### src/rtl/hazard_pkg.sv
// Shared types and helpers for the pipeline hazard controller.
package hazard_pkg;

  typedef enum logic [1:0] {
    FWD_RF  = 2'b00,
    FWD_WB  = 2'b01,
    FWD_MEM = 2'b10
  } fwd_sel_t;

  typedef enum logic {
    RUN,
    MD_BUSY
  } md_state_t;

  localparam logic [31:0] NOP_INST = 32'h0000_0020;

  // A producer only counts when it writes a real register ($0 is never forwarded).
  function automatic logic reg_hit(input logic regwrite, input logic [4:0] wreg,
                                   input logic [4:0] src);
    return regwrite && (wreg != 5'd0) && (wreg == src);
  endfunction

  function automatic fwd_sel_t fwd_select(input logic [4:0] src,
                                          input logic regwrite_m, input logic [4:0] wreg_m,
                                          input logic regwrite_w, input logic [4:0] wreg_w);
    if (reg_hit(regwrite_m, wreg_m, src)) return FWD_MEM;
    if (reg_hit(regwrite_w, wreg_w, src)) return FWD_WB;
    return FWD_RF;
  endfunction

endpackage

### src/rtl/ctrl_bus_if.sv
// Clock and synchronous reset bundle shared by the pipeline control blocks.
interface ctrl_bus_if;
  logic clk;
  logic reset;

  modport central (input clk, input reset);
endinterface

### src/rtl/hazard_ctrl_md_timer.sv
// Busy tracker for the multi-cycle multiply/divide unit: FSM plus down-counter.
module md_timer
  import hazard_pkg::*;
#(
  parameter int MULT_LAT = 4,
  parameter int DIV_LAT  = 32,
  parameter int CW       = 6
) (
  input  logic clk,
  input  logic reset,
  input  logic start,
  input  logic is_div,
  output logic busy
);

  md_state_t     state;
  logic [CW-1:0] cnt;
  logic [CW-1:0] load_val;

  assign load_val = is_div ? CW'(DIV_LAT - 1) : CW'(MULT_LAT - 1);

  // A start while already busy restarts the count with the new latency.
  always_ff @(posedge clk) begin
    if (reset) begin
      state <= RUN;
      cnt   <= '0;
      busy  <= 1'b0;
    end else begin
      case (state)
        RUN: begin
          if (start) begin
            state <= MD_BUSY;
            cnt   <= load_val;
            busy  <= 1'b1;
          end
        end
        MD_BUSY: begin
          if (start) begin
            cnt <= load_val;
          end else if (cnt == '0) begin
            state <= RUN;
            busy  <= 1'b0;
          end else begin
            cnt <= cnt - CW'(1);
          end
        end
        default: begin
          state <= RUN;
          busy  <= 1'b0;
        end
      endcase
    end
  end

endmodule

### src/rtl/hazard_ctrl.sv
// Hazard controller for the 5-stage pipeline: forwarding selects, stalls,
// flushes and mult/div hold-off for HI/LO consumers.
module hazard_ctrl
  import hazard_pkg::*;
#(
  parameter int MULT_LAT = 4,
  parameter int DIV_LAT  = 32,
  parameter int CW       = 6
) (
  ctrl_bus_if.central ctrl_bus,
  input  logic [4:0]  rs_d,
  input  logic [4:0]  rt_d,
  input  logic        branch_d,
  input  logic        jump_d,
  input  logic        pc_src_d,
  input  logic        hilo_use_d,
  input  logic [4:0]  rs_e,
  input  logic [4:0]  rt_e,
  input  logic [4:0]  wreg_e,
  input  logic        regwrite_e,
  input  logic        memtoreg_e,
  input  logic        md_start_e,
  input  logic        md_is_div_e,
  input  logic [4:0]  wreg_m,
  input  logic [4:0]  wreg_w,
  input  logic        regwrite_m,
  input  logic        memtoreg_m,
  input  logic        regwrite_w,
  input  logic        imem_ready,
  output logic        stall_f,
  output logic        stall_d,
  output logic        flush_d,
  output logic        flush_e,
  output logic        fwd_a_d,
  output logic        fwd_b_d,
  output logic [1:0]  fwd_a_e,
  output logic [1:0]  fwd_b_e,
  output logic        md_busy
);

  logic md_busy_q;
  logic lw_stall;
  logic br_stall;
  logic md_stall;
  logic stall;

  md_timer #(
    .MULT_LAT (MULT_LAT),
    .DIV_LAT  (DIV_LAT),
    .CW       (CW)
  ) u_md_timer (
    .clk    (ctrl_bus.clk),
    .reset  (ctrl_bus.reset),
    .start  (md_start_e),
    .is_div (md_is_div_e),
    .busy   (md_busy_q)
  );

  always_comb begin
    lw_stall = memtoreg_e && (wreg_e != 5'd0) && ((wreg_e == rs_d) || (wreg_e == rt_d));
    // A branch compares in D, so it must also wait on a load still sitting in M.
    br_stall = branch_d &&
               (reg_hit(regwrite_e, wreg_e, rs_d) || reg_hit(regwrite_e, wreg_e, rt_d) ||
                reg_hit(memtoreg_m, wreg_m, rs_d) || reg_hit(memtoreg_m, wreg_m, rt_d));
    md_stall = hilo_use_d && md_busy_q;
    stall    = lw_stall || br_stall || md_stall;
  end

  // Everything is held at zero while reset is asserted, including md_busy.
  always_comb begin
    stall_f = 1'b0;
    stall_d = 1'b0;
    flush_d = 1'b0;
    flush_e = 1'b0;
    fwd_a_d = 1'b0;
    fwd_b_d = 1'b0;
    fwd_a_e = FWD_RF;
    fwd_b_e = FWD_RF;
    md_busy = 1'b0;
    if (!ctrl_bus.reset) begin
      stall_f = stall || !imem_ready;
      stall_d = stall;
      flush_e = stall;
      flush_d = (pc_src_d || jump_d || !imem_ready) && !stall;
      fwd_a_d = reg_hit(regwrite_m, wreg_m, rs_d);
      fwd_b_d = reg_hit(regwrite_m, wreg_m, rt_d);
      fwd_a_e = fwd_select(rs_e, regwrite_m, wreg_m, regwrite_w, wreg_w);
      fwd_b_e = fwd_select(rt_e, regwrite_m, wreg_m, regwrite_w, wreg_w);
      md_busy = md_busy_q;
    end
  end

endmodule

### src/flat_wrapper.sv
// flat-port wrapper written by rule: the top's interface ports become plain ports
module hazard_ctrl_flat import hazard_pkg::*;
#(
  parameter int MULT_LAT = 4,
  parameter int DIV_LAT  = 32,
  parameter int CW       = 6
)
  (rs_d, rt_d, branch_d, jump_d, pc_src_d, hilo_use_d, rs_e, rt_e, wreg_e, regwrite_e, memtoreg_e, md_start_e, md_is_div_e, wreg_m, wreg_w, regwrite_m, memtoreg_m, regwrite_w, imem_ready, stall_f, stall_d, flush_d, flush_e, fwd_a_d, fwd_b_d, fwd_a_e, fwd_b_e, md_busy, ctrl_bus_clk, ctrl_bus_reset);
  ctrl_bus_if ctrl_bus_i ();
  input  logic [4:0] rs_d;
  input  logic [4:0] rt_d;
  input  logic branch_d;
  input  logic jump_d;
  input  logic pc_src_d;
  input  logic hilo_use_d;
  input  logic [4:0] rs_e;
  input  logic [4:0] rt_e;
  input  logic [4:0] wreg_e;
  input  logic regwrite_e;
  input  logic memtoreg_e;
  input  logic md_start_e;
  input  logic md_is_div_e;
  input  logic [4:0] wreg_m;
  input  logic [4:0] wreg_w;
  input  logic regwrite_m;
  input  logic memtoreg_m;
  input  logic regwrite_w;
  input  logic imem_ready;
  output logic stall_f;
  output logic stall_d;
  output logic flush_d;
  output logic flush_e;
  output logic fwd_a_d;
  output logic fwd_b_d;
  output logic [1:0] fwd_a_e;
  output logic [1:0] fwd_b_e;
  output logic md_busy;
  input wire logic [$bits(ctrl_bus_i.clk)-1:0] ctrl_bus_clk;
  input wire logic [$bits(ctrl_bus_i.reset)-1:0] ctrl_bus_reset;
  assign ctrl_bus_i.clk = ctrl_bus_clk;
  assign ctrl_bus_i.reset = ctrl_bus_reset;
  hazard_ctrl #(.MULT_LAT(MULT_LAT), .DIV_LAT(DIV_LAT), .CW(CW)) u_core (.ctrl_bus(ctrl_bus_i), .rs_d(rs_d), .rt_d(rt_d), .branch_d(branch_d), .jump_d(jump_d), .pc_src_d(pc_src_d), .hilo_use_d(hilo_use_d), .rs_e(rs_e), .rt_e(rt_e), .wreg_e(wreg_e), .regwrite_e(regwrite_e), .memtoreg_e(memtoreg_e), .md_start_e(md_start_e), .md_is_div_e(md_is_div_e), .wreg_m(wreg_m), .wreg_w(wreg_w), .regwrite_m(regwrite_m), .memtoreg_m(memtoreg_m), .regwrite_w(regwrite_w), .imem_ready(imem_ready), .stall_f(stall_f), .stall_d(stall_d), .flush_d(flush_d), .flush_e(flush_e), .fwd_a_d(fwd_a_d), .fwd_b_d(fwd_b_d), .fwd_a_e(fwd_a_e), .fwd_b_e(fwd_b_e), .md_busy(md_busy));
endmodule
### config.mk
export PLATFORM = sky130hd
export DESIGN_NAME = hazard_ctrl_flat
export DESIGN_NICKNAME = d
export VERILOG_FILES = /design/src/rtl/hazard_pkg.sv /design/src/rtl/ctrl_bus_if.sv /design/src/rtl/hazard_ctrl_md_timer.sv /design/src/rtl/hazard_ctrl.sv /design/src/flat_wrapper.sv
export SDC_FILE = /design/constraint.sdc
export NUM_CORES = 1
export LEC_CHECK = 0
export CORE_MARGIN = 2
export CORE_UTILIZATION = 38
export CTS_CLUSTER_DIAMETER = 40
export DETAILED_ROUTE_END_ITERATION = 10
export PLACE_DENSITY = 0.92
export SETUP_SLACK_MARGIN = 0.2
export SLEW_MARGIN = 20
export SYNTH_ARGS = -nofsm -noshare
export SYNTH_HDL_FRONTEND = slang
export SYNTH_SLANG_ARGS = --single-unit
export TNS_END_PERCENT = 10
### constraint.sdc
create_clock -name ctrl_bus_clk -period 1.8 [get_ports ctrl_bus_clk]
set_input_delay 0.18 -clock ctrl_bus_clk [delete_from_list [all_inputs] [get_ports ctrl_bus_clk]]
set_output_delay 0.18 -clock ctrl_bus_clk [all_outputs]
set_load 0.05 [all_outputs]
==> flow_summary.yaml <==
status:
  run_status: "completed"
pwr:
  power.density_nw_per_um2: 418
  power.share.combinational: 0.600
  p_switching_mw: 0.366
  pwr-share-seq: 0.234
  fin_total_pwr_mw: 0.902
  clk_pwr_share: 0.167
  sw_frac_of_total: 0.405
  p_leak_nw: 0.917
  power.ir.vdd_worst_v: 0.000418
  p_int_mw: 0.536
global_route:
  sum_of_overflow_across_all_layers_after_global_routing: 0
  antenna_found_initial: 0
  grt_start_max_net_pins: 15
  grt_usage: 0.284
  wire_length_of_the_first_global_routing_pass_um: 7020
  first_global_vias: 1524
setup_path:
  criticalPathCategory: "input port to primary output"
  reg2reg_depth: 5
  crit_path_max_incr_delay_ps: 290
  critPathRequiredTime_ps: 1620
  ff2ff_setup_slack_ps: 200
  worst-path-buf-inv: 3
  critical-path-top-delay-family: "simple AND/OR/NAND/NOR gates"
  path_cells: "buf_2 -> nor3_1 -> nand2_1 -> buf_4 -> nand3_1 -> a21o_1 -> and4_4 -> buf_12"
  crit-reg2reg-launch: "u_core.u_md_timer.cnt[2]"
  critical_path.max_fanout: 5
  endpoint_kind_of_the_worst_setup_timing_path: "primary output"
  cp.arrival_ps: 1610
  crit_path_start_kind: "input port"
  critical_path.reg2reg.endpoint: "u_core.u_md_timer.cnt[2]"
  critical_path.slowest_cell: "sky130_fd_sc_hd__nor3_1"
clock_network:
  clock-sinks: 8
  numCtsBuffers: 3
  clock_tree.root_cell: "sky130_fd_sc_hd__clkbuf_4"
  insertion_delay_ps: 270
  cts-hold-fix-buffers: 0
  cts_h_tree_depth: 1
  tritoncts_clock_tree: "built"
  cts.reportedPaths.clkPinSlew_ps: 60
  cts-root-to-sink-buffers: 2
detailed_routing:
  antenna_left: 0
  vias: 1466
  drc_errors: 0
  postRouteWirelength_um: 4910
  detail_route.iter0.violations: 86
  avgRoutedWirePerCell_um: 19.3
  drt_pre_antenna_iters: 4
  vias_per_cell: 5.75
floorplanning:
  die-width_um: 55.9
  design.die.area_um2: 3120
  die_height_um: 55.9
  effective_utilization_at_floorplan: 0.406
  num_rows: 18
  floorplan_core_area_um2: 2520
  boundaryPins: 60
sta:
  worst_tran_pin_value_ps: 344
  maxClockFrequency_mhz: 559
  finalHoldViolations: 0
  rsz0062_at_grt: "true"
  totalNegativeSetupSlack_ps: 0
  slew-limit-headroom: 0.770
  setup_viol_count_final: 0
  timing.final.ws_setup_ps: 10.8
  timing.final.crit_share: 0.994
  fin_skew_ps: 2.21
  period_minus_slack_ps: 1790
  final_max_slew_viol_count: 0
  hold_ws_ps: 527
synthesis:
  synth.distinct_cells: 31
  synth_largest_type_area_fraction: 0.188
  postSynthRegisterBits: 8
  postSynthAreaPerCell_um2: 7.47
  postSynthNetCount: 188
  post-synth-top-area-cell: "sky130_fd_sc_hd__xor2_1"
  synth_area_leaders: "sky130_fd_sc_hd__xor2_1, sky130_fd_sc_hd__xnor2_1, sky130_fd_sc_hd__dfxtp_1, sky130_fd_sc_hd__a21oi_1, sky130_fd_sc_hd__nor3_1"
  yosysWarnings: 0
  synthCells: 137
  synthesis.area_um2: 1020
  synth-seq-area-share: 0.156
worst_hold_path:
  holdCritPathClass: "input port to register"
  whs_path_depth: 3
  terminating_pin_of_the_worst_hold_path: "u_core.u_md_timer.cnt[1]"
  holdCritStartpoint: "ctrl_bus_reset"
cells_and_area:
  layout-drive-gt1-share: 0.467
  area.growth.synth_to_final_pct: 111
  num_antenna_cells: 0
  finalCoreUtilization: 0.856
  mostFrequentLayoutCells: "sky130_fd_sc_hd__buf_4, sky130_fd_sc_hd__xor2_1, sky130_fd_sc_hd__xnor2_1"
  num-nets-final: 278
  commonest_non_fill_non_tap_cell_in_the_layout: "sky130_fd_sc_hd__buf_4"
placed_design:
  gp_routability_congestion: 0.875
  numPortBuffers: 59
  hpwlAfterDp_um: 3210
  dp_worst_setup_slack_ps: -395
run:
  cap_violations: 0
## layer usage
layer	global-route usage	share of wire	wire (um)	vias up
met5	0	0	0	-
met4	0.160	0.053	260	0
met3	0.0256	0.039	190	25
met2	0.543	0.55	2680	85
met1	0.299	0.36	1770	711
li1	-	-	-	645
## sequential cells by signal (all words and copies together), names as in the netlist
signal and count:
u_core.u_md_timer.state 1, u_core.u_md_timer.busy 1, u_core.u_md_timer.cnt 6
## metrics by stage
step / area, um2 / std cells
after global routing: 2160 / 255
final: 2160 / 255
after global placement: 1960 / 247
after CTS: 2080 / 254
after floorplan: 1060 / 137
after detailed placement: 1960 / 247
## synthesized netlist by cell type (all sizes together)
cell type  instances
xor2              22
xnor2             20
nor3              12
a21oi             11
nor2              10
nand3              9
dfxtp              8
nand2              7
buf                6
inv                4
nor2b              4
nor4               4
o21ai              4
a31oi              2
ha                 2
or4                2
a211oi             1
a21o               1
a221oi             1
a311oi             1
a41oi              1
and4               1
clkbuf             1
nand2b             1
o21bai             1
or3                1
## repair_timing
action,4_1_cts,5_1_grt
setup buffers,4,1
setup endpoints to repair,10,13
gates resized for setup,101,55
pin swaps,21,23
gates cloned,0,0
## power groups by stage
stage	registers [mW]	clock network [mW]	logic [mW]
2_1_floorplan	0.209	0	0.228
3_3_place_gp	0.211	0	0.450
3_5_place_dp	0.212	0	0.478
4_1_cts	0.209	0.146	0.486
5_1_grt	0.212	0.157	0.570
6_report	0.211	0.150	0.541
## worst register-to-register path, cell delays in order, from the launching register on
cell,delay (ps)
sky130_fd_sc_hd__dfxtp_1,350
sky130_fd_sc_hd__or3_4,440
sky130_fd_sc_hd__o21ai_4,310
sky130_fd_sc_hd__nor2_1,100
sky130_fd_sc_hd__o21ai_1,190
sky130_fd_sc_hd__a31oi_1,110
## worst max-delay path by stage
stage / start / to / slack [ps] / depth (start not counted)
2_1_floorplan: wreg_m[1] / fwd_a_d / -180 / 5
3_3_place_gp: wreg_m[0] / flush_e / -280 / 7
3_5_place_dp: wreg_m[0] / fwd_b_e[1] / -390 / 7
4_1_cts: wreg_w[3] / fwd_b_e[0] / 100 / 6
5_1_grt: wreg_m[1] / flush_d / -20 / 8
6_report: wreg_m[1] / flush_d / 10 / 8
## layout make-up
type                    instances  area (um2)
multi-input cells             118        1040
repair buffers                 92         887
fillers                       130         363
flip-flops and latches          8         160
well taps                      30        37.5
clock buffers                   3        22.5
inverters                       4        15.0
## cells by family (layout without fill, tap and decap cells)
group                      after synthesis  in the layout  synth area share
xor gates and xnor gates                42             42             0.359
AOI/OAI and AO/OA                       23             23             0.144
DFF                                      8              8             0.156
buffers and inverters                   11             99            0.0501
adders and majority gates                2              2            0.0244
and+or+nand+nor                         51             51             0.265
(Power assumes the default switching activity.)
